File: config.mk
export PLATFORM = sky130hd
export DESIGN_NAME = uart_tx_mmio
export DESIGN_NICKNAME = d
export VERILOG_FILES = /design/src/rtl/uart_pkg.sv /design/src/rtl/uart_tx_mmio_sync_fifo.sv /design/src/rtl/uart_tx_mmio.sv
export SDC_FILE = /design/constraint.sdc
export NUM_CORES = 1
export LEC_CHECK = 0
export ABC_AREA = 1
export CAP_MARGIN = 15
export CORE_UTILIZATION = 55
export DETAILED_ROUTE_END_ITERATION = 8
export DONT_BUFFER_PORTS = 1
export MAX_ROUTING_LAYER = met4
export PLACE_DENSITY_LB_ADDON = 0.25
export REMOVE_ABC_BUFFERS = 1
export SETUP_SLACK_MARGIN = 0.3
export SYNTH_ARGS = -nofsm -noshare
export SYNTH_HDL_FRONTEND = slang
export SYNTH_SLANG_ARGS = --single-unit
File: constraint.sdc
create_clock -name clk -period 2.6 [get_ports clk]
set_input_delay 0.52 -clock clk [delete_from_list [all_inputs] [get_ports clk]]
set_output_delay 0.52 -clock clk [all_outputs]
set_load 0.02 [all_outputs]
File: src/rtl/uart_pkg.sv
// Shared types and constants for the memory-mapped UART transmitter.
// Store-kind codes mirror the core's ALU encoding so the snoop matches data memory.
package uart_pkg;

    localparam logic        ENABLE  = 1'b1;
    localparam logic [5:0]  ALU_ADD = 6'd0;
    localparam logic [5:0]  ALU_LB  = 6'd18;
    localparam logic [5:0]  ALU_LH  = 6'd19;
    localparam logic [5:0]  ALU_LW  = 6'd20;
    localparam logic [5:0]  ALU_SB  = 6'd23;
    localparam logic [5:0]  ALU_SH  = 6'd24;
    localparam logic [5:0]  ALU_SW  = 6'd25;

    localparam logic [31:0] DEFAULT_UART_ADDR = 32'hf6ff_f070;

    typedef enum logic [1:0] {
        IDLE  = 2'd0,
        START = 2'd1,
        DATA  = 2'd2,
        STOP  = 2'd3
    } uart_state_t;

    // Any store width counts; only the low byte is ever transmitted.
    function automatic logic is_store_code(input logic [5:0] alucode);
        return (alucode == ALU_SB) || (alucode == ALU_SH) || (alucode == ALU_SW);
    endfunction

endpackage

File: src/rtl/uart_tx_mmio_sync_fifo.sv
// Small synchronous FIFO with extra-MSB pointers so full and empty are distinguishable.
// Head entry is read combinationally so the transmitter can load it in the pop cycle.
module sync_fifo #(
    parameter int WIDTH = 8,
    parameter int DEPTH = 8
) (
    input  logic                       clk,
    input  logic                       rst,
    input  logic                       push,
    input  logic                       pop,
    input  logic [WIDTH-1:0]           din,
    output logic [WIDTH-1:0]           dout,
    output logic                       full,
    output logic                       empty,
    output logic [$clog2(DEPTH):0]     level
);

    localparam int AW = $clog2(DEPTH);
    localparam int PW = AW + 1;

    logic [WIDTH-1:0] mem [DEPTH];
    logic [PW-1:0]    wptr_reg;
    logic [PW-1:0]    rptr_reg;
    logic [PW-1:0]    wptr_next;
    logic [PW-1:0]    rptr_next;
    logic             do_push;
    logic             do_pop;

    assign empty = (wptr_reg == rptr_reg);
    assign full  = (wptr_reg[PW-1] != rptr_reg[PW-1]) &&
                   (wptr_reg[AW-1:0] == rptr_reg[AW-1:0]);
    assign level = wptr_reg - rptr_reg;
    assign dout  = mem[rptr_reg[AW-1:0]];

    assign do_push = push && !full;
    assign do_pop  = pop && !empty;

    always_comb begin
        wptr_next = wptr_reg;
        rptr_next = rptr_reg;
        if (do_push) begin
            wptr_next = wptr_reg + PW'(1);
        end
        if (do_pop) begin
            rptr_next = rptr_reg + PW'(1);
        end
    end

    always_ff @(posedge clk or posedge rst) begin
        if (rst) begin
            wptr_reg <= '0;
            rptr_reg <= '0;
        end else begin
            wptr_reg <= wptr_next;
            rptr_reg <= rptr_next;
        end
    end

    // Storage carries no reset; stale entries are unreachable once pointers clear.
    always_ff @(posedge clk) begin
        if (do_push) begin
            mem[wptr_reg[AW-1:0]] <= din;
        end
    end

endmodule

File: src/rtl/uart_tx_mmio.sv
// Store-path UART transmitter: snoops stores to the TX register, queues the low byte,
// and sends 8N1 frames back-to-back; stalls the core while the queue is full.
module uart_tx_mmio
    import uart_pkg::*;
#(
    parameter int          CLKS_PER_BIT = 434,
    parameter int          FIFO_DEPTH   = 8,
    parameter logic [31:0] UART_ADDR    = DEFAULT_UART_ADDR
) (
    input  logic                          clk,
    input  logic                          rst,
    input  logic [5:0]                    alucode,
    input  logic                          is_store,
    input  logic [31:0]                   addr_w,
    input  logic [31:0]                   data_w,
    output logic                          stall,
    output logic                          uart_tx,
    output logic [$clog2(FIFO_DEPTH):0]   tx_level
);

    localparam int          CW        = $clog2(CLKS_PER_BIT);
    localparam logic [CW-1:0] BAUD_LAST = CW'(CLKS_PER_BIT - 1);

    logic        hit;
    logic        push;
    logic        pop;
    logic        full;
    logic        empty;
    logic [7:0]  head;

    uart_state_t   state_reg;
    uart_state_t   state_next;
    logic [CW-1:0] baud_reg;
    logic [CW-1:0] baud_next;
    logic [2:0]    bit_idx_reg;
    logic [2:0]    bit_idx_next;
    logic [7:0]    shift_reg;
    logic [7:0]    shift_next;
    logic          uart_tx_reg;
    logic          uart_tx_next;
    logic          baud_last;

    // Stall uses only inputs and registered full, so it never loops back into the decode.
    assign hit   = (is_store == ENABLE) && (addr_w == UART_ADDR) && is_store_code(alucode);
    assign stall = hit && full;
    assign push  = hit && !full;

    sync_fifo #(
        .WIDTH (8),
        .DEPTH (FIFO_DEPTH)
    ) u_fifo (
        .clk   (clk),
        .rst   (rst),
        .push  (push),
        .pop   (pop),
        .din   (data_w[7:0]),
        .dout  (head),
        .full  (full),
        .empty (empty),
        .level (tx_level)
    );

    assign baud_last = (baud_reg == BAUD_LAST);

    always_comb begin
        state_next   = state_reg;
        baud_next    = baud_reg;
        bit_idx_next = bit_idx_reg;
        shift_next   = shift_reg;
        pop          = 1'b0;

        case (state_reg)
            IDLE: begin
                if (!empty) begin
                    pop          = 1'b1;
                    shift_next   = head;
                    baud_next    = '0;
                    bit_idx_next = '0;
                    state_next   = START;
                end
            end
            START: begin
                if (baud_last) begin
                    baud_next  = '0;
                    state_next = DATA;
                end else begin
                    baud_next = baud_reg + CW'(1);
                end
            end
            DATA: begin
                if (baud_last) begin
                    baud_next    = '0;
                    shift_next   = {1'b0, shift_reg[7:1]};
                    bit_idx_next = bit_idx_reg + 3'd1;
                    if (bit_idx_reg == 3'd7) begin
                        state_next = STOP;
                    end
                end else begin
                    baud_next = baud_reg + CW'(1);
                end
            end
            STOP: begin
                if (baud_last) begin
                    baud_next = '0;
                    // Chain straight into the next start bit when more bytes wait.
                    if (!empty) begin
                        pop          = 1'b1;
                        shift_next   = head;
                        bit_idx_next = '0;
                        state_next   = START;
                    end else begin
                        state_next = IDLE;
                    end
                end else begin
                    baud_next = baud_reg + CW'(1);
                end
            end
            default: begin
                state_next = IDLE;
            end
        endcase
    end

    // Line level is derived from the upcoming state so the register changes with the FSM.
    always_comb begin
        case (state_next)
            START:   uart_tx_next = 1'b0;
            DATA:    uart_tx_next = shift_next[0];
            default: uart_tx_next = 1'b1;
        endcase
    end

    always_ff @(posedge clk or posedge rst) begin
        if (rst) begin
            state_reg   <= IDLE;
            baud_reg    <= '0;
            bit_idx_reg <= '0;
            shift_reg   <= '0;
            uart_tx_reg <= 1'b1;
        end else begin
            state_reg   <= state_next;
            baud_reg    <= baud_next;
            bit_idx_reg <= bit_idx_next;
            shift_reg   <= shift_next;
            uart_tx_reg <= uart_tx_next;
        end
    end

    assign uart_tx = uart_tx_reg;

endmodule
* Yosys cells after proc, flatten, opt, wreduce, memory -nomap -nowiden
Memories as Yosys holds them, arrays and structs flattened. Index checks and enable logic that the tools add are counted.
Operators by class: div/mod/pow operators 0, magnitude comparators 0, multipliers 0, shift operators 0, multiplexer cells 24, add/sub/neg operators 5, bitwise logic cells 0, equal/unequal tests 17, reductions and logical operators 15
Operators with widths (number):
- 32-bit == test (second input constant) | 1
- 8-bit two-way mux | 3
- 8-bit one-hot mux with 3 select lines | 1
- 6-bit by 5-bit == test with 1-bit output (second input constant) | 3
- 9-bit two-way mux | 2
- 9-bit one-hot mux with 2 select lines | 1
- 2-bit two-way mux | 5
- 9-bit by 1-bit adder with 9-bit output (second input constant) | 1
- 9-bit == test (second input constant) | 1
- 3-bit two-way mux | 3
- 3-bit one-hot mux with 3 select lines | 1
- 4-bit by 1-bit adder with 4-bit output (second input constant) | 2
- 2-bit one-hot mux with 4 select lines | 1
- 1-bit logical AND | 7
- 2-bit == test (second input constant) | 3
- 2-bit inequality test (second input constant) | 3
- 1-bit two-way mux | 5
- 2-bit by 1-bit == test with 1-bit output (second input constant) | 2
- 4-bit == test | 1
- 1-bit one-hot mux with 2 select lines | 2
- 4-bit subtractor | 1
- 3-bit by 1-bit adder with 3-bit output (second input constant) | 1
- 3-bit == test | 1
- 3-bit == test (second input constant) | 1
- other kinds (7) | 9
Word-level totals: bits in latches 0, word-level logic and storage cells 70, memories 1, output and inout bits 6, bits in read-only memories 0, bits in registers 31, memory bits (writable) 64, input port bits 73
Memory list:
- u_fifo.mem | depth 8, bits a word 8, rd ports 1, clocked after memory_dff 0, wr ports 1, line uart_tx_mmio_sync_fifo.sv:21 | logic [WIDTH-1:0] mem [DEPTH];

* Longest topological paths before layout
depth in word-level cells 8, depth in mapped cells 16, gate-level depth less buffers 14

* By module
From an unflattened synthesis, not the netlist that was laid out.
Unflattened totals: cells, all modules 588, area total of the unflattened synthesis 5142.4 sq um
Modules (own cells, without submodules):
- sync_fifo | area each 3478.3 sq um, cells an instance 373, sequential area each 2122.0 sq um, times used 1
- uart_tx_mmio | area each 1664.1 sq um, cells an instance 215, sequential area each 576.8 sq um, times used 1

* Worst setup path before layout
No wires, ideal clock.
path kind register to register, from register u_fifo.rptr_reg[1], to memory u_fifo.mem[0][0] (enable), required time 2.217 ns, period minus slack after synthesis 2.619 ns, arrival time 2.236 ns, path buffers 2, setup slack -0.019 ns, stages on the path, launching flop included 10, library setup time 0.383 ns, cells stage by stage dfrtp_1 -> clkbuf_1 -> inv_1 -> buf_2 -> ha_1 -> nand2_1 -> nor2_1 -> nand3_1 -> nand3_1 -> nor3_1
Between the ends: longest elaborated chain between the ends 7
RTL lines:
- from (decl) | line uart_tx_mmio_sync_fifo.sv:23 | logic [PW-1:0] rptr_reg;
- from (signal assigned) | line uart_tx_mmio_sync_fifo.sv:55 | rptr_reg <= rptr_next;
- 3-bit == test (*) | line uart_tx_mmio_sync_fifo.sv:31 | (wptr_reg[AW-1:0] == rptr_reg[AW-1:0]);
- 1-bit logical AND (*) | line uart_tx_mmio_sync_fifo.sv:30 | assign full = (wptr_reg[PW-1] != rptr_reg[PW-1]) &&
- 1-bit zero test (*) | line uart_tx_mmio_sync_fifo.sv:35, uart_tx_mmio.sv:46
- 1-bit logical AND | line uart_tx_mmio.sv:46 | assign push = hit && !full;
- 1-bit logical AND (*) | line uart_tx_mmio_sync_fifo.sv:35 | assign do_push = push && !full;
- 1-bit two-way mux (*) | line uart_tx_mmio_sync_fifo.sv:61 | if (do_push) begin
- 1-bit two-way mux (implied by the code) (*) | line uart_tx_mmio_sync_fifo.sv:62 | mem[wptr_reg[AW-1:0]] <= din;
- to (decl) | line uart_tx_mmio_sync_fifo.sv:21
Mark *: on every way between the ends. The rest lies on a longest branch, timed or not.

* Final worst setup path
from register u_fifo.wptr_reg[1], to output stall
Between the ends: longest elaborated chain between the ends 3
RTL lines:
- from (decl) | line uart_tx_mmio_sync_fifo.sv:22 | logic [PW-1:0] wptr_reg;
- from (signal assigned) | line uart_tx_mmio_sync_fifo.sv:54 | wptr_reg <= wptr_next;
- 3-bit == test | line uart_tx_mmio_sync_fifo.sv:31
- 1-bit logical AND | line uart_tx_mmio_sync_fifo.sv:30
- 1-bit logical AND | line uart_tx_mmio.sv:45 | assign stall = hit && full;
- to (decl) | line uart_tx_mmio.sv:16 | output logic stall,
Every way passes these cells.

==> impl_metrics.py <==
metrics = {
    "timing": {
        "fin_skew_ns": 0.0146,
        "layout_setup_ws_ns": 0.335,
        "worstMarginPinSlew_ns": 0.415,
        "slew_headroom": 0.723,
        "holdWs_ns": 0.118,
        "min_period_ns": 2.27,
        "max_freq_mhz": 441,
        "fin_crit_sh": 0.871,
        "setup_tns_ns": 0,
        "hold_viol": 0,
        "setup_viol": 0,
        "grt_setup_unrepaired": "true",
        "final_max_slew_viol_count": 0,
    },
    "die": {
        "die_area_mm2": 0.00878,
        "die_width_um": 93.7,
        "die_y_um": 93.7,
        "start_util": 0.566,
        "io_pins": 79,
        "num_rows": 33,
        "placeableCoreArea_mm2": 0.00818,
    },
    "worst_setup_path": {
        "endpoint": "stall",
        "endpoint_kind": "output pin",
        "crit_buf_inv": 1,
        "crit_cells": 6,
        "cpPeakStageDelay_ns": 0.46,
        "worstReg2RegStart": "u_fifo.wptr_reg[1]",
        "arrival_ns": 1.75,
        "start_kind": "flip-flop",
        "crit_chain": "ha_1 > nand2_2 > nor2_2 > nand3_2 > nor2_2 > buf_4",
        "reg2reg_to": "u_fifo.mem[6][1]",
        "critPathMostFrequentCell": "nor2_2",
        "cpLargestDelayFamily": "simple AND/OR/NAND/NOR gates",
        "cp_slowest_cell": "dfrtp_2",
        "r2r_cells": 8,
        "crit_start": "u_fifo.wptr_reg[1]",
        "crit_type": "flip-flop to output pin",
        "cp_max_fo": 5,
        "reg2reg_setup_slack_ns": 0.55,
        "crit_required_ns": 2.08,
    },
    "power_and_ir_drop": {
        "pwr_density_cell_mw_per_mm2": 520,
        "ir_worst_vdd_mv": 0.458,
        "leakagePower_nw": 2.14,
    },
    "hold_path": {
        "min_path_type": "primary input to async pin",
    },
    "clock_tree": {
        "htree_num_levels": 3,
        "clkTransAtPathRegs_ns": 0.11,
        "tritoncts": "yes",
        "clockBufferDepth": 2,
        "cts_buffers": 9,
        "ctsHoldBuffers": 0,
        "insertion_delay_ns": 0.37,
        "cts_root_buf": "clkbuf_8",
        "cts_num_sinks": 95,
    },
    "logic_synthesis": {
        "postSynthCellCount": 485,
        "ys_warn_count": 0,
        "synth_mux_area_frac": 0,
        "netlist.area_leader.share": 0.416,
        "synthSimpleGateAreaFrac": 0.251,
        "yosys.area.top_type": "edfxtp_1",
        "syn-cell-area_mm2": 0.00462,
        "ys_top_cells_by_area": "edfxtp_1 (42%), dfrtp_1 (16%), nand2_1 (11%)",
        "synthAdderAreaFrac": 0.0449,
        "syn_avg_cell_area_um2": 9.53,
        "yosysUniqueCellTypes": 31,
        "synth_compound_area_frac": 0.0587,
        "synthXorXnorAreaFrac": 0.0189,
        "ys_seq_elements": 95,
        "synth_top_family_by_area": "simple AND/OR/NAND/NOR gates",
        "synth_seq_area_share": 0.584,
    },
    "cells_and_area": {
        "n_antenna_cell": 0,
        "area_growth_pct": 11.6,
        "largest_register_ffs": 64,
        "n_fill_cell": 667,
        "finalNonFillerCells": 621,
        "layout-drive-gt1-share": 0.128,
        "nets": 600,
    },
    "drt": {
        "final_antenna_net_count": 0,
        "postRouteWirelength_mm": 9.36,
        "num_vias": 3357,
        "vias_per_cell": 5.41,
        "drt_iter0_drc": 217,
        "wire_per_inst_um": 15.1,
        "drt_first_pass_iters": 5,
        "drc": 0,
    },
    "global_routing": {
        "grt_pass1_wl_mm": 15.5,
        "grt_pass1_vias": 3312,
        "grt-ovfl-total": 0,
        "grt_usage": 0.241,
        "antenna_found_initial": 0,
        "grt_max_degree": 37,
    },
    "place": {
        "gp_congestion": 0.776,
        "dp.cells": 597,
        "portBuffers": 0,
        "pre_cts_ws_ns": 0.348,
        "hpwl_mm": 6.24,
    },
    "outcome": {
        "outcome": "complete, no violations",
    },
    "run": {
        "cap_viol_max_count": 0,
    },
}
-- how the worst min path moves through the flow --
stage	cells past startpoint	start	endpoint
after floorplan	2	bit_idx_reg[1]	bit_idx_reg[1]
after global placement	2	bit_idx_reg[1]	bit_idx_reg[1]
after detailed placement	2	shift_reg[1]	shift_reg[1]
after CTS	2	rst	baud_reg[5]
after global routing	2	rst	u_fifo.rptr_reg[3]
final	2	rst	baud_reg[3]
-- stage by stage --
| step | utilization | cell area (µm²) | power, mW |
|---|---|---|---|
| 2_1_floorplan | - | 4570 | 1.66 |
| 3_3_place_gp | 0.593 | 4840 | 1.67 |
| 3_5_place_dp | 0.593 | 4840 | 1.67 |
| 4_1_cts | 0.624 | 5100 | 2.70 |
| 5_1_grt | 0.631 | 5160 | 2.76 |
| 6_report | 0.631 | 5160 | 2.68 |
-- cell families after synthesis --
logic type | Yosys count
simple gates | 264
compound gates | 50
xor+xnor | 10
buf+inv | 50
flops | 95
fa+ha+maj | 16
-- timing repair --
action                                  in CTS  in global routing
endpoints found under the setup margin       3                  3
buffers inserted                             3                  5
pin swaps                                    0                  3
resized for setup                            4                  6
-- metal layers --
layer | share of wire | routed length (µm) | global-route usage
met3 | 0.051 | 476 | 0.0591
met5 | 0 | 0 | -
met4 | 0.016 | 149 | 0.0744
met2 | 0.48 | 4530 | 0.385
met1 | 0.45 | 4200 | 0.304
-- cell usage after synthesis (all sizes together) --
cell,instances
a21oi,6
a31oi,1
buf,7
clkbuf,5
dfrtp,30
dfstp,1
edfxtp,64
fa,1
ha,15
inv,38
nand2,146
nand3,45
nand3b,1
nand4,9
nor2,57
nor3,6
o211ai,2
o21ai,30
o22ai,10
o31ai,1
xnor2,2
xor2,8
-- area by class of cell --
| class | instances | area, µm² | share of cell area |
|---|---|---|---|
| clock buffers | 9 | 124 | 0.0240 |
| clock inverters | 7 | 100 | 0.0194 |
| inverters | 38 | 143 | 0.0276 |
| multi-input cells | 340 | 1760 | 0.340 |
| flip-flops and latches | 95 | 2700 | 0.524 |
| well taps | 105 | 131 | 0.0255 |
| repair buffers | 27 | 203 | 0.0393 |
-- layout by cell type (no fill, tap or decap), types with 2 or more instances in the layout --
cell,count
clkinv_8,2
buf_4,27
edfxtp_1,64
nand4_1,9
ha_1,14
o21ai_0,29
clkbuf_8,9
dfrtp_2,4
inv_1,37
xnor2_1,2
dfrtp_1,26
nor2_2,3
nand2_1,139
nor2_4,2
o22ai_1,10
nand2_2,4
nand2_8,2
o211ai_1,2
nor2_1,52
inv_6,2
xor2_1,8
a21oi_1,6
nor3_1,4
nand3_1,44
-- report_power, final --
part	total [mW]	switching, mW	internal (mW)	leakage (nW)
sequential	1.61	0.0000000000841	1.61	0.951
combinational	0.0181	0.0134	0.00473	1.07
clock	1.05	0.573	0.476	0.112
Power figures use the tool's default switching activity.
